--- src/rtl/rggen_apb_bridge.sv ---
// Host-request to APB master bridge: IDLE -> SETUP -> ACCESS -> RESPONSE, one request at a time.
// Optional ACCESS-phase timeout is compiled in with `define RGGEN_APB_BRIDGE_TIMEOUT_EN.
module rggen_apb_bridge #(
   parameter int ADDRESS_WIDTH  = 16,
   parameter int BUS_WIDTH      = 32,
   parameter int TIMEOUT_CYCLES = 256
) (
   input  logic                     i_clk,
   input  logic                     i_rst,
   input  logic                     i_valid,
   input  logic                     i_write,
   input  logic [ADDRESS_WIDTH-1:0] i_address,
   input  logic [BUS_WIDTH-1:0]     i_write_data,
   input  logic [BUS_WIDTH/8-1:0]   i_strobe,
   output logic                     o_ready,
   output logic [BUS_WIDTH-1:0]     o_read_data,
   output logic [1:0]               o_status,
   output logic                     o_psel,
   output logic                     o_penable,
   output logic                     o_pwrite,
   output logic [ADDRESS_WIDTH-1:0] o_paddr,
   output logic [BUS_WIDTH-1:0]     o_pwdata,
   output logic [BUS_WIDTH/8-1:0]   o_pstrb,
   input  logic                     i_pready,
   input  logic [BUS_WIDTH-1:0]     i_prdata,
   input  logic                     i_pslverr
);

   localparam logic [1:0] StatusOkay    = 2'b00;
   localparam logic [1:0] StatusSlverr  = 2'b10;
`ifdef RGGEN_APB_BRIDGE_TIMEOUT_EN
   localparam logic [1:0] StatusTimeout = 2'b11;
   localparam int         CountWidth    = $clog2(TIMEOUT_CYCLES + 1);
   localparam logic [CountWidth-1:0] TimeoutCount = CountWidth'(TIMEOUT_CYCLES);
`endif

   typedef enum logic [1:0] {
      StIdle,
      StSetup,
      StAccess,
      StResponse
   } state_e;

   state_e                   state_q, state_d;
   logic                     pwrite_q, pwrite_d;
   logic [ADDRESS_WIDTH-1:0] paddr_q, paddr_d;
   logic [BUS_WIDTH-1:0]     pwdata_q, pwdata_d;
   logic [BUS_WIDTH/8-1:0]   pstrb_q, pstrb_d;
   logic                     ready_q, ready_d;
   logic [BUS_WIDTH-1:0]     read_data_q, read_data_d;
   logic [1:0]               status_q, status_d;
`ifdef RGGEN_APB_BRIDGE_TIMEOUT_EN
   logic [CountWidth-1:0]    count_q, count_d, count_inc;

   assign count_inc = count_q + CountWidth'(1);
`endif

   always_ff @(posedge i_clk) begin
      if (i_rst) begin
         state_q     <= StIdle;
         pwrite_q    <= 1'b0;
         paddr_q     <= '0;
         pwdata_q    <= '0;
         pstrb_q     <= '0;
         ready_q     <= 1'b0;
         read_data_q <= '0;
         status_q    <= StatusOkay;
`ifdef RGGEN_APB_BRIDGE_TIMEOUT_EN
         count_q     <= '0;
`endif
      end else begin
         state_q     <= state_d;
         pwrite_q    <= pwrite_d;
         paddr_q     <= paddr_d;
         pwdata_q    <= pwdata_d;
         pstrb_q     <= pstrb_d;
         ready_q     <= ready_d;
         read_data_q <= read_data_d;
         status_q    <= status_d;
`ifdef RGGEN_APB_BRIDGE_TIMEOUT_EN
         count_q     <= count_d;
`endif
      end
   end

   always_comb begin
      state_d     = state_q;
      pwrite_d    = pwrite_q;
      paddr_d     = paddr_q;
      pwdata_d    = pwdata_q;
      pstrb_d     = pstrb_q;
      ready_d     = 1'b0;
      read_data_d = read_data_q;
      status_d    = status_q;
`ifdef RGGEN_APB_BRIDGE_TIMEOUT_EN
      count_d     = count_q;
`endif
      unique case (state_q)
         StIdle: begin
            // Host fields are only sampled here, so they stay frozen for the whole transfer.
            if (i_valid) begin
               pwrite_d = i_write;
               paddr_d  = i_address;
               pwdata_d = i_write_data;
               pstrb_d  = i_strobe;
               state_d  = StSetup;
`ifdef RGGEN_APB_BRIDGE_TIMEOUT_EN
               count_d  = '0;
`endif
            end
         end
         StSetup: begin
            state_d = StAccess;
         end
         StAccess: begin
            if (i_pready) begin
               read_data_d = pwrite_q ? '0 : i_prdata;
               status_d    = i_pslverr ? StatusSlverr : StatusOkay;
               ready_d     = 1'b1;
               state_d     = StResponse;
            end
`ifdef RGGEN_APB_BRIDGE_TIMEOUT_EN
            // A late pready wins over the timeout because it is tested first.
            else if (count_inc == TimeoutCount) begin
               read_data_d = '0;
               status_d    = StatusTimeout;
               ready_d     = 1'b1;
               state_d     = StResponse;
            end else begin
               count_d = count_inc;
            end
`endif
         end
         StResponse: begin
            state_d = StIdle;
         end
         default: state_d = StIdle;
      endcase
   end

   always_comb begin
      o_psel    = 1'b0;
      o_penable = 1'b0;
      unique case (state_q)
         StSetup:  o_psel = 1'b1;
         StAccess: begin
            o_psel    = 1'b1;
            o_penable = 1'b1;
         end
         default: ;
      endcase
   end

   assign o_pwrite    = pwrite_q;
   assign o_paddr     = paddr_q;
   assign o_pwdata    = pwdata_q;
   assign o_pstrb     = pstrb_q;
   assign o_ready     = ready_q;
   assign o_read_data = read_data_q;
   assign o_status    = status_q;

endmodule

--- config.mk ---
export PLATFORM = sky130hd
export DESIGN_NAME = rggen_apb_bridge
export DESIGN_NICKNAME = d
export VERILOG_FILES = /design/src/rtl/rggen_apb_bridge.sv
export SDC_FILE = /design/constraint.sdc
export NUM_CORES = 1
export LEC_CHECK = 0
export BUFFER_PORTS_ARGS = -buffer_cell sky130_fd_sc_hd__buf_4
export CORE_MARGIN = 4
export CORE_UTILIZATION = 35
export DETAILED_ROUTE_END_ITERATION = 8
export PLACE_DENSITY = 0.69
export SYNTH_ARGS = -nofsm -noshare
export SYNTH_HDL_FRONTEND = slang
export SYNTH_SLANG_ARGS = --single-unit
--- constraint.sdc ---
create_clock -name i_clk -period 1.6 [get_ports i_clk]
set_input_delay 0 -clock i_clk [delete_from_list [all_inputs] [get_ports i_clk]]
set_output_delay 0 -clock i_clk [all_outputs]
set_load 0.05 [all_outputs]
# ---- Word level (Yosys, flattened, before mapping)
# Index checks and enable logic that the tools add are counted.
# Widths: inputs -> output; s select.
dict set report totals {
  input_bits 90
  register_bits 90
}
dict set report op_classes {
  reduce_logical 6
  bitwise 1
  mux 8
  n_eq_ne 5
}
# operator count
set op_table {}
lappend op_table {{$mux 32} 1}
lappend op_table {{$pmux 2 s4} 1}
lappend op_table {{$mux 2} 3}
lappend op_table {{$reduce_and 2->1} 3}
lappend op_table {{$eq 2x2->1 const B} 2}
lappend op_table {{$ne 2x2->1 const B} 2}
lappend op_table {{$reduce_or 2->1} 2}
lappend op_table {{$mux 1} 3}
lappend op_table {{$eq 2x1->1 const B} 1}
lappend op_table {{$logic_not 2->1} 1}
lappend op_table {{$not 1->1} 1}

# ---- Longest topological paths before layout
dict set report depth {
  depth_word 3
  ltp_mapped 7
  mapped_depth_nobuf 5
}

# ---- Least setup slack after synthesis
# OpenSTA, ideal clock, no wires.
dict set report synth_path {
  path_kind {reg-to-reg}
  startpoint {register state_q[1]}
  endpoint {register state_q[1]}
  setup_time_ns 0.087
  arrival_ns 1.480
  path_stages_with_launch 5
  setup_slack_ns 0.033
  period_less_slack_ns 1.567
  cell_sequence {dfxtp_1 > inv_1 > ha_1 > or4b_1 > o31ai_1}
}
dict set report synth_via {
  elab_chain_cells 3
}
# item line_no
set synth_rtl {}
lappend synth_rtl {{start, declared} 44} ;# state_e state_q, state_d;
lappend synth_rtl {{start signal, assigned} 60} ;# state_q <= StIdle;
lappend synth_rtl {{start signal, assigned} 72} ;# state_q <= state_d;
lappend synth_rtl {{$eq 2x2->1 / $logic_not 2->1 (equally long branches)} 98} ;# unique case (state_q)
lappend synth_rtl {{$ne 2x2->1 (no source line)} n/a}
lappend synth_rtl {{$reduce_and 2->1 (no source line)} n/a}
# Several ways; a longest one is shown, not always the timed one.
# A chain may end at the register's enable or synchronous reset.

# ---- Worst setup path in the final report
# Same ends and word-level chain as after synthesis.

==> results_dict.tcl <==
set metrics [dict create \
    crit_required_ns 1.84 \
    cp.arrival_ns 1.76 \
    cts_htree_levels 3 \
    p_leak_nw 2.53 \
    routed_via_density 4.67 \
    port_buffers 178 \
    worst-setup-path-type "reg -> reg" \
    hold_viol_final 0 \
    slew_headroom 0.624 \
    top_layer "met4" \
    worst-slew-pin-transition_ns 0.564 \
    vdd_drop_max_mv 0.931 \
    wl_um 10300 \
    cp_max_fo 3 \
    swShare 0.405 \
    synth_cells 329 \
    antenna_left 0 \
    fin_crit_ns 1.51 \
    pin_count 180 \
    clk-insertion-delay-late_ns 0.34 \
    vias 3271 \
    clkTransAtPathRegs_ns 0.08 \
    ys_seq_area_frac 0.584 \
    fmax_mhz 662 \
    dpl_worst_slack_ns 0.108 \
    fin_nets 683 \
    grt_overflow 0 \
    cts.sinks 89 \
    avgSynthCellArea_um2 9.27 \
    fin_tns_setup_ns 0 \
    die_h_um 101 \
    rsz0062_at_grt "no" \
    seq_power_share 0.353 \
    drcViolationCount 0 \
    ys_warn_count 0 \
    p_int_w 0.00466 \
    grt_first_pass_wirelength_um 16100 \
    holdCritPathClass "in -> reg" \
    routed-wl-met3_um 847 \
    drt_iter0_drc 114 \
    clock_path_buffers 2 \
    core_um2 8340 \
    cts_tree "built" \
    synth_cell_types 22 \
    p_clk_frac 0.215 \
    setup_viol 0 \
    final_cell_mix "buf_4, nand2_1, dlygate4sd3_1, dfxtp_1, a21oi_1" \
    syn-cell-area_um2 3050 \
    grt_max_degree 53 \
    dpl-instance-area_um2 4460 \
    final_cell_area_um2 5580 \
    finClkSkew_ns 0.00879 \
    gp_congestion 0.772 \
    dieArea_um2 10300 \
    drt-met1-wl_um 4040 \
    syn2layout_area_growth_pct 82.8 \
    hpwl_um 6150 \
    final_common_cell "buf_4" \
    dr.pass1.iters 4 \
    antenna_found_initial 0 \
    grt_pass1_vias 3300 \
    power_density_nw_per_um2 1400 \
    rows 33 \
    clockRootBuffer "clkbuf_8" \
    status "completed" \
    drv_slew 0 \
    cap_violations 0 \
    drive_gt1_frac 0.345 \
    layout_setup_ws_ns 0.0885 \
    wl_met2_um 5100 \
    die_w_um 101 \
    avgRoutedWirePerCell_um 14.7 \
    initial_core_util 0.366 \
    cp-end-kind "flip-flop" \
    cp-start-kind "flip-flop" \
    grt_usage 0.196 \
    fin_crit_sh 0.945 \
    cts_made_buffers 9 \
    p_comb_frac 0.432 \
    power.switching_w 0.00317 \
    syn_nets 423 \
    ys_ff_latch 89 \
]
-- flip-flops by register name (all words and copies together), names as in the netlist --
register	count
o_pwrite	1
o_pwdata	32
o_status	1
o_ready	1
state_q	2
o_read_data	32
o_paddr	16
o_pstrb	4
-- layout make-up --
type / instances / area [um2]
fill: 640 / 2760
timing repair buffer: 274 / 2320
sequential: 89 / 1780
multi-input combinational: 213 / 1110
clock buffer: 12 / 145
tap: 105 / 131
clock inverter: 4 / 76.3
inverter: 2 / 7.51
antenna: 1 / 2.50
-- cells in the mapped netlist --
master / instances / share of area
nand2_1: 107 / 0.13
nor2_1: 3 / 0.0037
buf_4: 7 / 0.017
nand2_2: 2 / 0.0041
buf_1: 1 / 0.0012
buf_6: 3 / 0.011
a21oi_2: 1 / 0.0029
or4b_1: 1 / 0.0033
ha_1: 4 / 0.016
dfxtp_1: 89 / 0.58
a22o_1: 32 / 0.092
clkbuf_1: 8 / 0.0098
a21oi_1: 54 / 0.089
and2_1: 1 / 0.0021
inv_1: 2 / 0.0025
nor2b_1: 2 / 0.0041
o31ai_1: 2 / 0.0049
conb_1: 1 / 0.0012
buf_2: 6 / 0.0098
nor3_4: 1 / 0.0053
nand3_1: 1 / 0.0016
or4_1: 1 / 0.0025
-- final timing paths --
kind	start	endpoint	slack (ns)	cells after the start
hold / removal	i_pready	o_status[1]$_SDFFE_PP0P_	0.03	4
hold reg to reg	o_paddr[1]$_SDFFE_PP0P_	o_paddr[1]$_SDFFE_PP0P_	0.46	2
setup reg to reg	state_q[1]$_SDFFE_PP0P_	state_q[1]$_SDFFE_PP0P_	0.09	5
setup / recovery	state_q[1]$_SDFFE_PP0P_	state_q[1]$_SDFFE_PP0P_	0.09	5
-- routing by layer --
layer	vias up	track usage
met5	-	0
met1	1490	0.225
met2	137	0.336
li1	1618	-
met3	26	0.0551
met4	0	0.0941
-- kinds of logic (layout without fill, tap and decap cells) --
logic type	after synthesis	count (layout)	share of synthesized area
AO/OA/AOI/OAI	89	89	0.188
adder cells (fa/ha/maj)	4	4	0.0164
buffers and inverters	27	292	0.0517
flip-flops	89	89	0.584
other	1	2	0.00123
AND/OR/NAND/NOR	119	119	0.158
-- critical path: stages, from the launching register on --
cell,delay [ns]
dfxtp_1,0.38
inv_1,0.09
ha_1,0.21
nor2b_1,0.16
or4b_1,0.51
o31ai_1,0.09
-- power by group through the flow --
stage,Clock [W],Combinational (W),Sequential (W)
5_1_grt,0.00187,0.00360,0.00281
3_5_place_dp,0,0.00319,0.00280
6_report,0.00168,0.00338,0.00276
3_3_place_gp,0,0.00316,0.00279
2_1_floorplan,0,0.00105,0.00393
4_1_cts,0.00176,0.00338,0.00276
-- stage by stage --
step | power (W) | utilization | hold slack (ns) | std cells
2_1_floorplan | 0.00498 | - | 0.126 | 329
3_3_place_gp | 0.00595 | 0.535 | 0.211 | 594
3_5_place_dp | 0.00600 | 0.535 | 0.212 | 594
4_1_cts | 0.00789 | 0.668 | 0.00705 | 699
5_1_grt | 0.00827 | 0.668 | 0.0316 | 699
6_report | 0.00783 | 0.669 | 0.0347 | 700
-- repair_timing --
action | in CTS | in global routing
setup endpoints to repair | 0 | 1
gates resized for setup | 0 | 1
endpoints found under the hold margin | 89 | 0
buffers inserted | 0 | 0
hold buffers | 89 | 0
Note: power is estimated with default switching activity, not from simulation.
